<file path="config.mk">
export PLATFORM = sky130hd
export DESIGN_NAME = ald_recipe_loader
export DESIGN_NICKNAME = d
export VERILOG_FILES = /design/src/rtl/ald_recipe_loader.sv
export SDC_FILE = /design/constraint.sdc
export NUM_CORES = 1
export LEC_CHECK = 0
export BUFFER_PORTS_ARGS = -buffer_cell sky130_fd_sc_hd__buf_2
export CAP_MARGIN = 20
export CORE_UTILIZATION = 56
export DETAILED_ROUTE_END_ITERATION = 7
export GPL_ROUTABILITY_DRIVEN = 0
export GPL_TIMING_DRIVEN = 0
export MAX_ROUTING_LAYER = met4
export PLACE_DENSITY = 0.77
export SLEW_MARGIN = 30
export SYNTH_ARGS = -nofsm -noshare
export SYNTH_HDL_FRONTEND = slang
export SYNTH_SLANG_ARGS = --single-unit
</file>
<file path="constraint.sdc">
create_clock -name clk -period 2.95 [get_ports clk]
set_input_delay 0.1475 -clock clk [delete_from_list [all_inputs] [get_ports clk]]
set_output_delay 0.1475 -clock clk [all_outputs]
set_load 0.02 [all_outputs]
</file>
<file path="src/rtl/ald_recipe_loader.sv">
// ald_recipe_loader: decodes framed serial recipe bytes into preset writes and
// the start/stop handshake for the ALD ladder, answering each frame with ACK/NAK.
module ald_recipe_loader #(
  parameter int unsigned NUM_REGS      = 15,
  parameter logic [3:0]  CMD_ADDR      = 4'hF,
  parameter int unsigned TIMEOUT_TICKS = 50
) (
  input  logic        clk,
  input  logic        rst,
  input  logic        tick,
  input  logic        rx_valid,
  input  logic [7:0]  rx_data,
  output logic        tx_valid,
  input  logic        tx_ready,
  output logic [7:0]  tx_data,
  output logic        wr_en,
  output logic [3:0]  wr_addr,
  output logic [31:0] wr_data,
  output logic        start_serial,
  output logic        stop_req,
  input  logic        seq_done,
  output logic        busy,
  output logic [7:0]  err_cnt
);

  localparam int unsigned TW      = $clog2(TIMEOUT_TICKS + 1);
  localparam logic [7:0]  SOF     = 8'hA5;
  localparam logic [7:0]  ACK     = 8'h06;
  localparam logic [7:0]  NAK     = 8'h15;
  localparam logic [7:0]  ERR_MAX = 8'hFF;

  typedef enum logic [2:0] {
    S_HUNT, S_ADDR, S_D3, S_D2, S_D1, S_D0, S_CSUM, S_RESP
  } state_t;

  state_t        state;
  logic [7:0]    addr_q;
  logic [31:0]   data_q;
  logic [7:0]    csum_q;
  logic [TW-1:0] tick_q;

  logic in_frame_c;
  logic timeout_c;
  logic frame_end_c;
  logic is_cmd_c;
  logic is_preset_c;
  logic csum_ok_c;
  logic ack_c;
  logic do_wr_c;
  logic do_start_c;
  logic do_stop_c;
  logic inc_err_c;

  // The ladder sees busy exactly when a run has been requested.
  assign busy = start_serial;

  // Frame-end decision: which action (if any) the completed frame triggers.
  always_comb begin
    in_frame_c  = (state != S_HUNT) && (state != S_RESP);
    timeout_c   = in_frame_c && !rx_valid && tick &&
                  (tick_q == TW'(TIMEOUT_TICKS - 1));
    frame_end_c = (state == S_CSUM) && rx_valid;
    is_cmd_c    = (addr_q == {4'h0, CMD_ADDR});
    is_preset_c = (32'(addr_q) < NUM_REGS);
    csum_ok_c   = (rx_data == csum_q);
    ack_c       = 1'b0;
    do_wr_c     = 1'b0;
    do_start_c  = 1'b0;
    do_stop_c   = 1'b0;
    if (csum_ok_c) begin
      if (is_cmd_c) begin
        if (data_q[1]) begin
          do_stop_c = 1'b1;
          ack_c     = 1'b1;
        end else if (data_q[0]) begin
          if (!start_serial) begin
            do_start_c = 1'b1;
            ack_c      = 1'b1;
          end
        end else begin
          ack_c = 1'b1;
        end
      end else if (is_preset_c && !start_serial) begin
        do_wr_c = 1'b1;
        ack_c   = 1'b1;
      end
    end
    inc_err_c = timeout_c || (frame_end_c && !ack_c);
  end

  // Frame FSM, response handshake, preset writes, run level and error counter.
  always_ff @(posedge clk or negedge rst) begin
    if (!rst) begin
      state        <= S_HUNT;
      addr_q       <= 8'h00;
      data_q       <= 32'h0;
      csum_q       <= 8'h00;
      tick_q       <= '0;
      tx_valid     <= 1'b0;
      tx_data      <= 8'h00;
      wr_en        <= 1'b0;
      wr_addr      <= 4'h0;
      wr_data      <= 32'h0;
      start_serial <= 1'b0;
      stop_req     <= 1'b0;
      err_cnt      <= 8'h00;
    end else begin
      wr_en    <= 1'b0;
      stop_req <= 1'b0;

      case (state)
        S_HUNT: begin
          if (rx_valid && (rx_data == SOF)) begin
            state  <= S_ADDR;
            csum_q <= 8'h00;
            data_q <= 32'h0;
          end
        end
        S_ADDR: begin
          if (rx_valid) begin
            addr_q <= rx_data;
            csum_q <= csum_q ^ rx_data;
            state  <= S_D3;
          end
        end
        S_D3, S_D2, S_D1, S_D0: begin
          if (rx_valid) begin
            data_q <= {data_q[23:0], rx_data};
            csum_q <= csum_q ^ rx_data;
            state  <= state_t'(3'(state) + 3'd1);
          end
        end
        S_CSUM: begin
          if (rx_valid) begin
            state    <= S_RESP;
            tx_valid <= 1'b1;
            tx_data  <= ack_c ? ACK : NAK;
            stop_req <= do_stop_c;
            if (do_wr_c) begin
              wr_en   <= 1'b1;
              wr_addr <= addr_q[3:0];
              wr_data <= data_q;
            end
          end
        end
        S_RESP: begin
          if (tx_ready) begin
            tx_valid <= 1'b0;
            state    <= S_HUNT;
          end
        end
        default: state <= S_HUNT;
      endcase

      // A stalled frame is abandoned silently.
      if (timeout_c) begin
        state <= S_HUNT;
      end

      // Inter-byte watchdog: only runs while inside a frame.
      if (!in_frame_c || rx_valid || timeout_c) begin
        tick_q <= '0;
      end else if (tick) begin
        tick_q <= tick_q + TW'(1);
      end

      // Start beats a coincident seq_done; stop or seq_done end the run.
      if (frame_end_c && do_start_c) begin
        start_serial <= 1'b1;
      end else if ((frame_end_c && do_stop_c) || seq_done) begin
        start_serial <= 1'b0;
      end

      if (inc_err_c && (err_cnt != ERR_MAX)) begin
        err_cnt <= err_cnt + 8'd1;
      end
    end
  end

endmodule

</file>
==> flow_summary_export.csv, run 1 <==
group,metric,value,unit
synth,synthFlopType,"dfrtp_1",
timing,worstMarginPinSlew,696,ps
cts,cts_sinks,108,
routing,firstDrtPassIters,4,
global_route,antenna_found_initial,0,
power,swShare,41.8,%
final_layout,fillers,677,
final_layout,multiInputGateArea,0.00219,sq mm
final_layout,ff_latch_area,0.00270,sq mm
power,p_leak,2.92,nW
cts,cts_tree,"done",
job,drv_cap,0,
routing,wirelength,10600,microns
routing,initialDrtViolationCount,147,
critical_path,worstSetupPathType,"flip-flop to flip-flop",
placed_design,dpl_worst_slack,364,ps
run_status,status,"completed",
floorplanning,die_width,97.4,microns
timing,relSlewSlack,53.0,%
global_route,gr-total-overflow,0,
routing,wl_per_cell,16.3,microns
cts,insertion_delay,370,ps
power,vdd_drop_max,0.000668,V
synth,avgSynthCellArea,11.2,sq um
synth,synth_top_area_share,53.0,%
final_layout,final_core_util,66.1,%
placed_design,port_buffers,64,
power,intPower,0.00280,W
timing,setup_viol_count_final,0,
placed_design,place_hpwl,7490,microns
cts,clkTransAtPathRegs,100,ps
routing,ant_nets,0,
timing,fin_ws,274,ps
critical_path,rrSetupSlack,270,ps
cts,numCtsBuffers,9,
placed_design,placed_cell_area,0.00560,sq mm
critical_path,end_kind,"flip-flop",
global_route,grt_pass1_vias,3570,
cts,cts_buffer_depth,2,
synth,synth_seq_cells,108,
synth,syn_inst,456,
synth,synth_edf_count,0,
synth,seq_area_frac_synth,53.0,%
final_layout,finalNetCount,559,
hold_path,hold_path_class,"primary input to flip-flop",
power,p_sw,0.00201,W
final_layout,fin_area,0.00580,sq mm
routing,vias,3674,
synth,ys.warnings.count,0,
floorplanning,row_count,34,
timing,hold_violations,0,
synth,yosys-top-cells-area,"dfrtp_1 (53%), mux2_4 (8.8%), o21ai_0 (4.7%)",
timing,layout_min_cycle_time,2680,ps
synth,synth_area,0.00510,sq mm
global_route,grt_usage,24.2,%
critical_path,critPathMaxFanout,10,
floorplanning,ios,71,
power,p_per_area,830,mW/mm^2
floorplanning,die_height,97.4,microns
final_layout,n_antenna_cell,0,
cts,ctsHtreeMaxLevel,3,
timing,finalClockSkew,11.5,ps
timing,setup_tns,0,ps
final_layout,drive_gt1_share,27.5,%
floorplanning,start_util,58.2,%
timing,rsz0062_at_grt,"false",
final_layout,syn_to_final_growth,13.7,%
power,power_frac_seq,45.1,%
floorplanning,die_area,0.00949,sq mm
global_route,grt_first_pass_wirelength,17800,microns
power,power_frac_clock,17.8,%
global_route,grt_max_degree,56,
routing,drcViolationCount,0,
critical_path,start_kind,"flip-flop",
synth,synthArstFlopShare,100,%
timing,fmax,374,MHz
synth,ys_types,56,
timing,slew_violations,0,
floorplanning,core_region_area,0.00876,sq mm
critical_path,cp_data_arrival_time,2920,ps
power,combPwrFrac,37.2,%
timing,fin_crit_sh,90.7,%
synth,synth_top_cell_by_area,"dfrtp_1",
routing,viasPerCell,5.66,
synth,yosysMostFrequentCell,"dfrtp_1",
synth,synth.top_cells.by_count,"dfrtp_1 (108), nand2_1 (48), o21ai_0 (48)",
cts,clock-root-buffer,"clkbuf_8",
critical_path,required,3190,ps
==> per-stage QoR <==
step,cells,power [W],hold slack [ps]
6_report,649,0.00481,85.3
5_1_grt,649,0.00516,78.7
4_1_cts,649,0.00481,67.4
3_5_place_dp,632,0.00395,140
3_3_place_gp,631,0.00385,449
2_1_floorplan,459,0.00341,-148
==> final cells by class <==
type / instances / share of cell area [%]
Clock inverter: 6 / 0.971
Timing Repair Buffer: 66 / 6.28
Inverter: 9 / 0.583
Tap cell: 108 / 2.33
Clock buffer: 10 / 2.20
Multi-Input combinational cell: 313 / 37.7
Buffer: 29 / 3.30
Sequential cell: 108 / 46.6
==> cells by family after synthesis <==
group / count (synthesis) / synth area share, %
multiplexers: 50 / 13.2
flip-flops: 108 / 53.0
other: 1 / 0.0736
adder cells (fa/ha/maj): 9 / 2.21
buffers and inverters: 38 / 4.42
AO/OA/AOI/OAI: 81 / 9.60
XOR/XNOR: 16 / 2.75
AND/OR/NAND/NOR: 153 / 14.7
==> final timing paths <==
kind | cells past startpoint | startpoint | end
min in group asynchronous | 2 | rst | wr_data[25]
min reg2reg | 1 | tx_data[2] | tx_data[2]
max in group asynchronous | 3 | rst | wr_data[2]
max | 7 | state[0] | csum_q[4]
max reg2reg | 7 | state[0] | csum_q[4]
min | 3 | rx_data[7] | data_q[7]
==> placed cells by master, fill, tap and decap left out, types with 3 or more instances in the layout <==
| cell | Yosys | final |
|---|---|---|
| conb_1 | 1 | 4 |
| o2111ai_1 | 3 | 3 |
| nor3_1 | 6 | 5 |
| nand2_1 | 48 | 48 |
| dfrtp_1 | 108 | 108 |
| xor2_1 | 11 | 11 |
| buf_4 | 6 | 6 |
| clkinv_4 | 0 | 3 |
| inv_1 | 9 | 9 |
| a21oi_1 | 4 | 4 |
| clkbuf_1 | 16 | 17 |
| o31ai_1 | 8 | 8 |
| nor2_1 | 30 | 30 |
| o21ai_0 | 48 | 48 |
| mux2_4 | 30 | 30 |
| nand3_1 | 35 | 35 |
| nand4_1 | 6 | 6 |
| buf_2 | 3 | 66 |
| clkbuf_8 | 0 | 9 |
| nand2b_1 | 5 | 5 |
| and3_1 | 3 | 3 |
| ha_1 | 9 | 9 |
| buf_12 | 3 | 3 |
| mux2_2 | 18 | 18 |
| xnor2_1 | 5 | 5 |
==> metal layers <==
layer	wire length [microns]	global-route usage, %	vias up	part of all wire (%)
met5	0	-	-	0
met4	111	8.03	0	1.1
met3	369	3.38	12	3.5
met2	5260	38.9	84	50
met1	4810	31.8	1818	46
li1	-	-	1760	-
==> power groups by stage <==
stage	registers, W	logic [W]	clock network, W
after floorplan	0.00213	0.00128	0
after global placement	0.00217	0.00169	0
after detailed placement	0.00219	0.00176	0
after CTS	0.00216	0.00178	0.000873
after global routing	0.00222	0.00201	0.000932
final	0.00217	0.00179	0.000854
==> critical path, stage by stage, from the launching register on <==
cell	delay, ps
dfrtp_1	470
inv_1	140
ha_1	320
or3_1	350
a21oi_2	420
mux2_2	480
o31ai_1	240
o21ai_0	130
==> flip-flops by register name, summed over array words and instances, names as in the netlist <==
name,flops
addr_q,8
err_cnt,8
tick_q,6
tx_valid,1
data_q,32
csum_q,8
stop_req,1
wr_addr,4
busy,1
wr_en,1
wr_data,32
state,3
tx_data,3
==> timing repair <==
item / in CTS / in global routing
endpoints found under the hold margin: 54 / 0
setup buffers: 0 / 0
hold buffers: 1 / 0
gates resized for setup: 0 / 0
Note: power is estimated with default switching activity, not from simulation.
==> run 2: changes to the inputs <==
--- a/config.mk
+++ b/config.mk
@@ -11,7 +11,6 @@
 export DETAILED_ROUTE_END_ITERATION = 7
 export GPL_ROUTABILITY_DRIVEN = 0
 export GPL_TIMING_DRIVEN = 0
-export MAX_ROUTING_LAYER = met4
 export PLACE_DENSITY = 0.77
 export SLEW_MARGIN = 30
 export SYNTH_ARGS = -nofsm -noshare
==> constraint.sdc (replaced) <==
create_clock -name clk -period 2.9 [get_ports clk]
set_input_delay 0.87 -clock clk [delete_from_list [all_inputs] [get_ports clk]]
set_output_delay 0.87 -clock clk [all_outputs]
set_load 0.02 [all_outputs]
==> flow_summary_export.csv, run 2 (synthesized netlist as in run 1, its figures left out) <==
group,metric,value,unit
floorplanning,ios,71,
job,drv_cap,0,
power,finalPower,0.00490,W
routing,initialDrtViolationCount,192,
routing,drcViolationCount,0,
final_layout,fillers,678,
timing,slew_violations,0,
floorplanning,start_util,58.2,%
critical_path,critPathMaxFanout,10,
critical_path,required,3140,ps
global_route,grt_max_degree,56,
final_layout,fin_area,0.00579,sq mm
cts,cts_buffer_depth,2,
final_layout,mostFrequentLayoutCell,"dfrtp_1",
cts,cts_tree,"done",
cts,ctsHtreeMaxLevel,3,
floorplanning,row_count,34,
floorplanning,die_area,0.00949,sq mm
timing,fin_ws,210,ps
final_layout,drive_gt1_share,27.6,%
critical_path,r2r-end,"csum_q[4]",
timing,fmax,372,MHz
floorplanning,die_width,97.4,microns
timing,relSlewSlack,53.2,%
routing,wirelength,10600,microns
final_layout,syn_to_final_growth,13.5,%
cts,clkTransAtPathRegs,110,ps
final_layout,final_cell_mix,"dfrtp_1 (108), buf_2 (66), nand2_1 (48), o21ai_0 (48), nand3_1 (35)",
routing,firstDrtPassIters,5,
global_route,grt_usage,23.4,%
power,vdd_drop_max,0.000685,V
hold_path,hold_path_class,"primary input to asynchronous set/reset pin",
power,intPower,0.00285,W
cts,ctsHoldBuffers,0,
power,combPwrFrac,37.2,%
power,power_frac_clock,17.8,%
placed_design,dpl_worst_slack,-13.8,ps
power,p_sw,0.00205,W
final_layout,final_core_util,66.0,%
critical_path,start_kind,"flip-flop",
timing,hold_violations,0,
cts,cts_setup_buffers,0,
cts,insertion_delay,370,ps
critical_path,r2r-start,"state[0]",
power,p_per_area,847,mW/mm^2
critical_path,reg2reg_depth,7,
critical_path,end_kind,"flip-flop",
timing,worstMarginPinSlew,693,ps
timing,setup_viol_count_final,0,
routing,viasPerCell,5.71,
power,power_frac_seq,45.1,%
placed_design,port_buffers,64,
cts,cts_resized,0,
global_route,grt_first_pass_wirelength,17700,microns
cts,cts_sinks,108,
placed_design,place_hpwl,7490,microns
global_route,gr-total-overflow,0,
power,p_leak,2.92,nW
run_status,status,"completed",
timing,layout_min_cycle_time,2690,ps
critical_path,rrSetupSlack,210,ps
final_layout,n_antenna_cell,0,
routing,ant_nets,0,
timing,rsz0062_at_grt,"false",
global_route,grt_pass1_vias,3567,
global_route,antenna_found_initial,0,
placed_design,placed_cell_area,0.00560,sq mm
routing,vias,3698,
power,swShare,41.9,%
floorplanning,die_height,97.4,microns
timing,fin_crit_sh,92.8,%
routing,wl_per_cell,16.3,microns
final_layout,largestRegisters,"data_q x32, wr_data x32",
critical_path,cp_data_arrival_time,2930,ps
floorplanning,core_region_area,0.00876,sq mm
final_layout,finalNetCount,558,
cts,clock-root-buffer,"clkbuf_8",
timing,finalClockSkew,10.6,ps
cts,numCtsBuffers,9,
critical_path,worstSetupPathType,"flip-flop to flip-flop",
## run 2: cell types whose count changed in the layout (fill, tap and decap cells not counted)
cell,previous run,this run
dlygate4sd3_1,1,0
## run 2: final cells by class
| type | instances | area (sq um) | share of cell area [%] |
|---|---|---|---|
| Clock buffer | 10 | 128 | 2.21 |
| Sequential cell | 108 | 2700 | 46.7 |
| Inverter | 9 | 33.8 | 0.584 |
| Multi-Input combinational cell | 313 | 2190 | 37.8 |
| Clock inverter | 6 | 56.3 | 0.973 |
| Tap cell | 108 | 135 | 2.34 |
| Timing Repair Buffer | 65 | 354 | 6.12 |
| Buffer | 29 | 191 | 3.31 |
## run 2: power by group through the flow
stage / registers, W / clock network, W / logic [W]
finish: 0.00221 / 0.000871 / 0.00182
detailed placement: 0.00223 / 0 / 0.00179
global route: 0.00226 / 0.000946 / 0.00205
floorplan: 0.00217 / 0 / 0.00130
CTS: 0.00220 / 0.000888 / 0.00180
global placement: 0.00221 / 0 / 0.00171
## run 2: how the worst max path moves through the flow
stage,endpoint,depth (start not counted),startpoint
final,csum_q[4],7,state[0]
after global placement,tick_q[0],1,rst
after detailed placement,data_q[22],8,rx_valid
after global routing,data_q[14],9,state[0]
after floorplan,err_cnt[6],6,tick
after CTS,csum_q[4],7,state[0]
## run 2: routing by layer
layer	global-route usage, %	part of all wire [%]	up-vias
li1	-	-	1755
met1	32.0	45	1826
met2	38.7	50	104
met3	3.17	3.9	13
met4	8.03	1.5	0
met5	0	0	-
## run 2: worst max-delay path, stage by stage (launching register included)
cell and delay (ps):
dfrtp_1 470, inv_1 140, ha_1 310, or3_1 350, a21oi_2 430, mux2_2 480
o31ai_1 240, o21ai_0 130
## run 2: metrics by stage
stage	std cells	TNS, ps	hold WS [ps]
2_1_floorplan	459	0	462
3_3_place_gp	631	-20620	449
3_5_place_dp	632	-13.8	453
4_1_cts	648	0	451
5_1_grt	648	0	470
6_report	648	0	446
==> run 3: changes to the inputs <==
--- a/config.mk
+++ b/config.mk
@@ -7,12 +7,14 @@
 export LEC_CHECK = 0
 export BUFFER_PORTS_ARGS = -buffer_cell sky130_fd_sc_hd__buf_2
 export CAP_MARGIN = 20
+export CORE_ASPECT_RATIO = 0.75
 export CORE_UTILIZATION = 56
 export DETAILED_ROUTE_END_ITERATION = 7
 export GPL_ROUTABILITY_DRIVEN = 0
 export GPL_TIMING_DRIVEN = 0
 export PLACE_DENSITY = 0.77
-export SLEW_MARGIN = 30
+export SLEW_MARGIN = 0
 export SYNTH_ARGS = -nofsm -noshare
 export SYNTH_HDL_FRONTEND = slang
 export SYNTH_SLANG_ARGS = --single-unit
+export TNS_END_PERCENT = 50
==> flow_summary_export.csv, run 3 (synthesized netlist as in run 1, its figures left out) <==
group,metric,value,unit
global_route,antenna_found_initial,0,
job,drv_cap,0,
timing,setup_viol_count_final,0,
power,p_leak,2.98,nW
routing,drcViolationCount,4,
global_route,grt_first_pass_wirelength,18900,microns
power,vdd_drop_max,0.000355,V
cts,cts_resized,0,
routing,vias,3781,
routing,wl_per_cell,17.3,microns
critical_path,worstSetupPathType,"flip-flop to flip-flop",
global_route,gr-total-overflow,0,
cts,ctsHoldBuffers,0,
final_layout,syn_to_final_growth,16.1,%
critical_path,cp_slowest_cell,"nor4_1",
placed_design,place_hpwl,7810,microns
cts,cts_setup_buffers,0,
timing,hold_violations,0,
timing,fin_crit_sh,94.5,%
routing,viasPerCell,5.83,
routing,ant_nets,0,
critical_path,required,3130,ps
hold_path,hold_path_class,"primary input to asynchronous set/reset pin",
timing,setup_tns,0,ps
critical_path,r2r-start,"state[0]",
cts,clock-root-buffer,"clkbuf_16",
critical_path,crit_chain,"inv_1 -> ha_1 -> mux2_2 -> nor4_1 -> clkbuf_1 -> o2111ai_1 -> mux2_1",
critical_path,reg2reg_depth,7,
timing,layout_min_cycle_time,2740,ps
floorplanning,row_count,29,
timing,fmax,365,MHz
timing,finalClockSkew,8.34,ps
cts,cts_sinks,108,
placed_design,place_inst,632,
floorplanning,ios,71,
timing,worstMarginPinSlew,994,ps
cts,cts_tree,"done",
critical_path,end_kind,"flip-flop",
final_layout,largestRegisters,"data_q x32, wr_data x32",
cts,clkTransAtPathRegs,80,ps
power,p_per_area,913,mW/mm^2
critical_path,start_kind,"flip-flop",
floorplanning,start_util,59.0,%
routing,firstDrtPassIters,6,
critical_path,cp_data_arrival_time,2970,ps
floorplanning,die_height,84.6,microns
placed_design,port_buffers,64,
timing,relSlewSlack,33.2,%
global_route,grt_pass1_vias,3711,
final_layout,stdcell_count,648,
run_status,status,"complete, but fails checks",
run_status,violations,"design-rule violations",
placed_design,dpl_worst_slack,-125,ps
floorplanning,die_area,0.00949,sq mm
routing,initialDrtViolationCount,288,
cts,cts_buffer_depth,2,
floorplanning,core_region_area,0.00864,sq mm
floorplanning,die_width,112,microns
critical_path,rrSetupSlack,160,ps
final_layout,final_cell_mix,"dfrtp_1 (108), buf_2 (66), nand2_1 (48), o21ai_0 (48), nand3_1 (35)",
cts,numCtsBuffers,9,
final_layout,finalNetCount,558,
critical_path,critPathMaxFanout,10,
critical_path,r2r-end,"err_cnt[6]",
final_layout,drive_gt1_share,27.8,%
global_route,grt_usage,25.3,%
global_route,grt_max_degree,76,
final_layout,mostFrequentLayoutCell,"dfrtp_1",
timing,fin_ws,159,ps
cts,insertion_delay,350,ps
routing,wirelength,11200,microns
timing,rsz0062_at_grt,"false",
cts,ctsHtreeMaxLevel,3,
critical_path,slowest_delay,530,ps
timing,slew_violations,0,
final_layout,n_antenna_cell,0,
-- run 3: cell count changes in the layout (fill, tap and decap cells not counted), sizes merged --
cell / change
inv: +1
clkinv: -1
bufinv: +1
clkinvlp: -1
-- run 3: routing by layer --
layer,up-vias,track usage (%),share of wire [%]
met5,-,0,0
met4,0,5.94,1.1
met3,16,5.63,5.2
met2,124,38.0,44
met1,1876,37.6,49
li1,1765,-,-
-- run 3: area by class of cell --
cell class	count	area, sq um
Clock inverter	6	78.8
Timing Repair Buffer	65	350
Buffer	29	191
Multi-Input combinational cell	313	2190
Clock buffer	10	239
Sequential cell	108	2700
Tap cell	108	135
Fill cell	641	2720
Inverter	9	33.8
-- run 3: per-stage QoR --
stage	power (W)	util, %	instance area, sq um	hold WS [ps]
after detailed placement	0.00406	64.8	5590	455
after CTS	0.00537	68.5	5910	474
after floorplan	0.00347	-	5110	462
after global routing	0.00572	68.5	5920	490
after global placement	0.00394	64.4	5560	447
final	0.00540	68.5	5920	457
-- run 3: where the power goes --
group | switching [W] | internal (W) | total [W]
clock network | 0.000596 | 0.000713 | 0.00131
logic | 0.00124 | 0.000638 | 0.00188
registers | 0.000331 | 0.00188 | 0.00221
total | 0.00217 | 0.00323 | 0.00540
-- run 3: worst max path at each step --
| stage | from | to | cells past startpoint |
|---|---|---|---|
| after floorplan | tick | err_cnt[6] | 6 |
| after global placement | rst | wr_data[28] | 1 |
| after detailed placement | rx_data[6] | err_cnt[6] | 6 |
| after CTS | rx_data[6] | err_cnt[6] | 6 |
| after global routing | state[0] | csum_q[3] | 7 |
| final | state[0] | err_cnt[6] | 7 |
-- run 3: critical path, delay by kind of cell, from the launching register on --
family          cells  cell delay (ps)
simple gates        1              530
flops               1              480
mux                 2              620
fa+ha+maj           1              220
buf+inv             2              560
compound gates      1              220
